## src/rtl/bram_pkg.sv

```systemverilog
// bram_pkg: shared helpers for the BRAM client-port controllers.
//   bram_latency      read latency of the BRAM port (1 + PIPELINED)
//   bram_credit_width width of a counter that must hold 0..depth
//   bram_widths_ok    data width equals CHUNKSIZE * WE_WIDTH
//   bram_depth_ok     response FIFO has at least one entry
//   bram_full_rate    depth is enough to sustain one request per cycle
package bram_pkg;

    function automatic int bram_latency(input int pipelined);
        return (pipelined != 0) ? 2 : 1;
    endfunction

    function automatic int bram_credit_width(input int depth);
        return $clog2(depth + 1);
    endfunction

    function automatic bit bram_widths_ok(input int data_width, input int chunksize,
                                          input int we_width);
        return data_width == chunksize * we_width;
    endfunction

    function automatic bit bram_depth_ok(input int depth);
        return depth >= 1;
    endfunction

    // Depth must cover the read latency, the output register and the one-cycle
    // delay before a freed credit shows up in REQ_READY.
    function automatic bit bram_full_rate(input int depth, input int pipelined);
        return depth >= bram_latency(pipelined) + 2;
    endfunction

endpackage

```

## src/rtl/bram_rsp_fifo.sv

```systemverilog
// bram_rsp_fifo: response queue for bram_server_port.
//   clk, rst   clock, asynchronous active-high reset (pointers and count only)
//   push       write push_data this cycle
//   pop        drop the head entry this cycle (ignored when empty)
//   pop_data   head entry, valid whenever empty == 0
//   full/empty occupancy flags
// Any depth >= 1 is supported; pointers wrap explicitly at DEPTH-1.
module bram_rsp_fifo
    import bram_pkg::*;
#(
    parameter int DATA_WIDTH = 1,
    parameter int DEPTH      = 4
) (
    input  logic                  clk,
    input  logic                  rst,
    input  logic                  push,
    input  logic [DATA_WIDTH-1:0] push_data,
    input  logic                  pop,
    output logic [DATA_WIDTH-1:0] pop_data,
    output logic                  full,
    output logic                  empty
);

    localparam int PTR_W = (DEPTH > 1) ? $clog2(DEPTH) : 1;
    localparam int CNT_W = bram_credit_width(DEPTH);

    logic [DATA_WIDTH-1:0] mem [DEPTH];
    logic [PTR_W-1:0]      wr_ptr;
    logic [PTR_W-1:0]      rd_ptr;
    logic [CNT_W-1:0]      count;
    logic                  do_pop;

    function automatic logic [PTR_W-1:0] ptr_next(input logic [PTR_W-1:0] p);
        return (p == PTR_W'(DEPTH - 1)) ? '0 : p + PTR_W'(1);
    endfunction

    assign empty    = (count == '0);
    assign full     = (count == CNT_W'(DEPTH));
    assign do_pop   = pop && !empty;
    assign pop_data = mem[rd_ptr];

    always_ff @(posedge clk or posedge rst) begin
        if (rst) begin
            wr_ptr <= '0;
            rd_ptr <= '0;
            count  <= '0;
        end else begin
            if (push)   wr_ptr <= ptr_next(wr_ptr);
            if (do_pop) rd_ptr <= ptr_next(rd_ptr);
            case ({push, do_pop})
                2'b10:   count <= count + CNT_W'(1);
                2'b01:   count <= count - CNT_W'(1);
                default: count <= count;
            endcase
        end
    end

    // Storage carries data only and is never reset.
    always_ff @(posedge clk) begin
        if (push) mem[wr_ptr] <= push_data;
    end

endmodule

```

## src/rtl/bram_server_port.sv

```systemverilog
// bram_server_port: client-side controller for one port of a byte-enable BRAM.
//   CLK, RST            port clock, asynchronous active-high reset
//   REQ_VALID/READY     request handshake; REQ_WE all-zero = read, else write
//   REQ_ADDR, REQ_DATA  request address and write data
//   RSP_VALID/READY     response handshake, RSP_DATA valid with RSP_VALID
//   BRAM_EN/WE/ADDR/DI  drive the BRAM port; BRAM_DO is its read data
//   CREDITS_USED        responses in flight plus responses queued
// Every response-generating request reserves a FIFO slot (a credit) when it is
// accepted, so a response arriving from the BRAM always has room.
module bram_server_port
    import bram_pkg::*;
#(
    parameter int PIPELINED     = 0,
    parameter int ADDR_WIDTH    = 1,
    parameter int DATA_WIDTH    = 1,
    parameter int CHUNKSIZE     = 1,
    parameter int WE_WIDTH      = 1,
    parameter int RESP_DEPTH    = 4,
    parameter int RESP_ON_WRITE = 0
) (
    input  logic                                      CLK,
    input  logic                                      RST,
    input  logic                                      REQ_VALID,
    output logic                                      REQ_READY,
    input  logic [WE_WIDTH-1:0]                       REQ_WE,
    input  logic [ADDR_WIDTH-1:0]                     REQ_ADDR,
    input  logic [DATA_WIDTH-1:0]                     REQ_DATA,
    output logic                                      RSP_VALID,
    input  logic                                      RSP_READY,
    output logic [DATA_WIDTH-1:0]                     RSP_DATA,
    output logic                                      BRAM_EN,
    output logic [WE_WIDTH-1:0]                       BRAM_WE,
    output logic [ADDR_WIDTH-1:0]                     BRAM_ADDR,
    output logic [DATA_WIDTH-1:0]                     BRAM_DI,
    input  logic [DATA_WIDTH-1:0]                     BRAM_DO,
    output logic [bram_credit_width(RESP_DEPTH)-1:0]  CREDITS_USED
);

    localparam int L  = bram_latency(PIPELINED);
    localparam int CW = bram_credit_width(RESP_DEPTH);

    if (!bram_widths_ok(DATA_WIDTH, CHUNKSIZE, WE_WIDTH)) begin : g_bad_width
        $error("bram_server_port: DATA_WIDTH must equal CHUNKSIZE*WE_WIDTH");
    end
    if (!bram_depth_ok(RESP_DEPTH)) begin : g_bad_depth
        $error("bram_server_port: RESP_DEPTH must be at least 1");
    end
    if (bram_depth_ok(RESP_DEPTH) && !bram_full_rate(RESP_DEPTH, PIPELINED)) begin : g_slow_depth
        $warning("bram_server_port: RESP_DEPTH below latency+2 limits throughput");
    end

    logic [CW-1:0] credit_cnt;
    logic [L-1:0]  tag_vld_p;     // bit i: response expected, i+1 cycles after accept
    logic          accept;
    logic          rsp_expected;
    logic          rsp_pop;
    logic          fifo_full;
    logic          fifo_empty;

    // Request side: ready comes from registered credit state only.
    assign REQ_READY    = !RST && (credit_cnt < CW'(RESP_DEPTH));
    assign accept       = REQ_VALID && REQ_READY;
    assign BRAM_EN      = accept;
    assign BRAM_WE      = accept ? REQ_WE : '0;
    assign BRAM_ADDR    = REQ_ADDR;
    assign BRAM_DI      = REQ_DATA;
    assign rsp_expected = accept && ((REQ_WE == '0) || (RESP_ON_WRITE != 0));

    assign RSP_VALID    = !fifo_empty;
    assign rsp_pop      = RSP_VALID && RSP_READY;
    assign CREDITS_USED = credit_cnt;

    // Credit counter: a pop frees its slot for the following cycle only.
    always_ff @(posedge CLK or posedge RST) begin
        if (RST) begin
            credit_cnt <= '0;
        end else begin
            case ({rsp_expected, rsp_pop})
                2'b10:   credit_cnt <= credit_cnt + CW'(1);
                2'b01:   credit_cnt <= credit_cnt - CW'(1);
                default: credit_cnt <= credit_cnt;
            endcase
        end
    end

    // Stage boundary: accept cycle -> tag stages, aligned with BRAM read latency.
    always_ff @(posedge CLK or posedge RST) begin
        if (RST) begin
            tag_vld_p <= '0;
        end else begin
            tag_vld_p[0] <= rsp_expected;
            for (int i = 1; i < L; i++) tag_vld_p[i] <= tag_vld_p[i-1];
        end
    end

    // Stage boundary: last tag stage coincides with BRAM_DO -> FIFO push.
    bram_rsp_fifo #(
        .DATA_WIDTH (DATA_WIDTH),
        .DEPTH      (RESP_DEPTH)
    ) u_rsp_fifo (
        .clk       (CLK),
        .rst       (RST),
        .push      (tag_vld_p[L-1]),
        .push_data (BRAM_DO),
        .pop       (rsp_pop),
        .pop_data  (RSP_DATA),
        .full      (fifo_full),
        .empty     (fifo_empty)
    );

    rsp_fifo_no_overflow: assert property (@(posedge CLK) disable iff (RST)
        !(tag_vld_p[L-1] && fifo_full))
        else $error("bram_server_port: response FIFO overflow");

endmodule
```

## config.mk

```make
export PLATFORM = sky130hd
export DESIGN_NAME = bram_server_port
export DESIGN_NICKNAME = d
export VERILOG_FILES = /design/src/rtl/bram_pkg.sv /design/src/rtl/bram_rsp_fifo.sv /design/src/rtl/bram_server_port.sv
export SDC_FILE = /design/constraint.sdc
export NUM_CORES = 1
export LEC_CHECK = 0
export ABC_AREA = 1
export BUFFER_PORTS_ARGS = -buffer_cell sky130_fd_sc_hd__buf_2
export CAP_MARGIN = 20
export CORE_ASPECT_RATIO = 0.8
export CORE_MARGIN = 2
export CORE_UTILIZATION = 55
export CTS_BUF_LIST = sky130_fd_sc_hd__clkbuf_4
export CTS_CLUSTER_SIZE = 12
export DETAILED_ROUTE_END_ITERATION = 8
export PLACE_DENSITY = 0.88
export SETUP_SLACK_MARGIN = 0.2
export SYNTH_ARGS = -nofsm -noshare
export SYNTH_HDL_FRONTEND = slang
export SYNTH_SLANG_ARGS = --single-unit
```

## constraint.sdc

```tcl
create_clock -name CLK -period 2.37 [get_ports CLK]
set_clock_uncertainty 0.1 [all_clocks]
set_input_delay 0.474 -clock CLK [delete_from_list [all_inputs] [get_ports CLK]]
set_output_delay 0.474 -clock CLK [all_outputs]
set_load 0.01 [all_outputs]
```

==> impl_metrics.toml <==
[routing]
wirelength_um = 1340
via_per_inst = 4.80
wl_met3_um = 93
dr.pass1.iters = 2
ant_nets = 0
avgRoutedWirePerCell_um = 10.0
dr_wl_met2_um = 692
met1_length_um = 530
vias = 643
drtIter0Drc = 3
top_layer = "met4"
drc = 0

[critical_path]
timing.rr.start = "u_rsp_fifo.count[0]"
path_depth = 8
worstPathArrival_ns = 1.91
cp-start-kind = "flip-flop"
crit_top_cell = "inv_1"
r2r_end = "u_rsp_fifo.count[1]"
required_ns = 2.48
path_buf_inv = 3
worst_path_max_delay_cell = "dfrtp_1"
max_stage_delay_ns = 0.41
critical_path.top_delay_family = "adder cells"
path_cells = "inv_2 > nand3_4 > nand2_2 > inv_1 > ha_1 > inv_1 > fa_1 > o21ai_0"
worst-setup-path-type = "flip-flop to flip-flop"
r2r_setup_slack_ns = 0.57
critPathMaxFanout = 4
worstSetupStartpoint = "u_rsp_fifo.count[0]"
r2r_cells = 8
cp-end-kind = "flip-flop"

[cts]
cts_buffers = 3
cts_tree = "done"
cts_resized = 0
clkLatencyLatePin_ns = 0.29
clk_path_buf_depth = 2
ctsRootBufferMaster = "clkbuf_4"
path_clk_slew_ns = 0.09
cts_hold_buf = 0
cts_max_level = 1
clock_sinks = 15
cts_setup_buffers = 0

[synthesis]
ys.flop_type = "dfrtp_1"
synthDistinctLibCells = 22
synth_nets = 116
async_reset_ff_share_pct = 73.3
yosysWarnings = 0
syn_avg_cell_area_um2 = 9.01
ys_ff_latch = 15
syn_inst = 99
synth-edff-count = 4
syn_area_um2 = 892
ys_seq_area_share_pct = 44.3

[timing]
whs_ns = 0.0946
rsz0062_at_grt = "false"
period_minus_slack_ns = 1.80
final.setup.tns_ns = 0
setup_viol_count_final = 0
maxSlewHeadroom_pct = 71.6
finalCritPeriodShare_pct = 75.8
hold_viol_final = 0
clock.fmax_ghz = 0.556
tightest_slew_ns = 0.425
slew_violations = 0

[final_layout]
instances_no_fill = 134
fin_util_pct = 67.6
drive_above_1_share_pct = 23.0
diodes = 0
final_common_cell = "inv_1"
nets = 131
mostFrequentLayoutCells = "inv_1, nand2_1, buf_2, dfrtp_1, ha_1"
syn2layout_area_growth_pct = 10.4

[floorplanning]
io_pins = 18
die_h_um = 40.0
design.core.area_um2 = 1460
start_util_pct = 61.3
die_area_um2 = 1960
die_x_um = 49.0
rows = 12

[power]
leakage_nw = 0.564
vdd_drop_max_mv = 0.636
power_density_nw_per_um2 = 1130

[global_route]
antenna_found_initial = 0
grt_pass1_wl_um = 2450
globalRouteTotalUtil_pct = 18.0
grt_max_degree = 12
overflow = 0
grt_pass1_vias = 621

[placed_design]
portBuffers = 13
dp.cells = 130
globalplace.congestion = 0.679
hpwl_um = 1100

[min_path]
min_path_type = "input port to async pin"

[run]
drv_cap = 0

[outcome]
status = "finished, final reports clean"
==> metal layers <==
| metal | vias up | GRT usage (%) |
|---|---|---|
| met5 | - | 0 |
| met4 | 0 | 8.57 |
| met3 | 5 | 6.72 |
| met2 | 16 | 36.0 |
| met1 | 298 | 17.4 |
| li1 | 324 | - |
==> worst max-delay path by stage <==
| stage | slack, ns | endpoint |
|---|---|---|
| after floorplan | 0.60 | CREDITS_USED[1] |
| after global placement | 0.52 | CREDITS_USED[1] |
| after detailed placement | 0.43 | CREDITS_USED[1] |
| after CTS | 0.55 | u_rsp_fifo.count[1] |
| after global routing | 0.41 | CREDITS_USED[2] |
| final | 0.57 | u_rsp_fifo.count[1] |
==> kinds of logic after synthesis <==
logic type | after synthesis | share of synthesized area (%)
AND/OR/NAND/NOR | 36 | 20.9
buffers and inverters | 30 | 14.3
flip-flops | 15 | 44.3
adder cells (fa/ha/maj) | 9 | 14.3
AO/OA/AOI/OAI | 7 | 4.21
XOR/XNOR | 2 | 1.96
==> power by group <==
group	internal (mW)	total, mW	switching [mW]
clock	0.0629	0.146	0.0833
sequential	0.359	0.452	0.0934
combinational	0.217	0.517	0.300
==> worst reg2reg max path, stage by stage, from the launching register on <==
cell and delay [ns]:
dfrtp_1 0.41, inv_2 0.10, nand3_4 0.09, nand2_2 0.10, inv_1 0.06, ha_1 0.19
inv_1 0.09, fa_1 0.41, o21ai_0 0.17
==> Yosys cell counts, types with 2 or more instances <==
cell type	number	area [um2]
nor2_1	2	7.51
a21oi_1	2	10.0
ha_1	7	87.6
xnor2_1	2	17.5
edfxtp_1	4	120
dfrtp_1	11	275
nand3_1	4	20.0
inv_1	23	86.3
inv_2	4	15.0
buf_4	2	15.0
fa_1	2	40.0
nor2_4	2	22.5
o21ai_0	3	15.0
nand2_1	22	82.6
nand4_1	2	12.5
==> area by class of cell <==
type	count	area [um2]
fillers	129	472
flip-flops and latches	15	395
multi-input cells	54	369
inverters	27	101
repair buffers	13	65.1
well taps	21	26.3
clock buffers	3	22.5
clock inverters	1	5.00
==> stage by stage <==
| stage | setup WS [ns] | area, um2 | total power, mW |
|---|---|---|---|
| after floorplan | 0.599 | 892 | 0.839 |
| after global placement | 0.519 | 957 | 0.933 |
| after detailed placement | 0.430 | 957 | 0.985 |
| after CTS | 0.554 | 985 | 1.13 |
| after global routing | 0.411 | 985 | 1.24 |
| final | 0.572 | 985 | 1.11 |
==> flip-flops by register name, indices dropped and copies added (netlist names) <==
signal and cells:
u_rsp_fifo.wr_ptr 2, u_rsp_fifo.mem 4, CREDITS_USED 3, tag_vld_p 1, u_rsp_fifo.count 3, u_rsp_fifo.rd_ptr 2
Power figures use the tool's default switching activity.
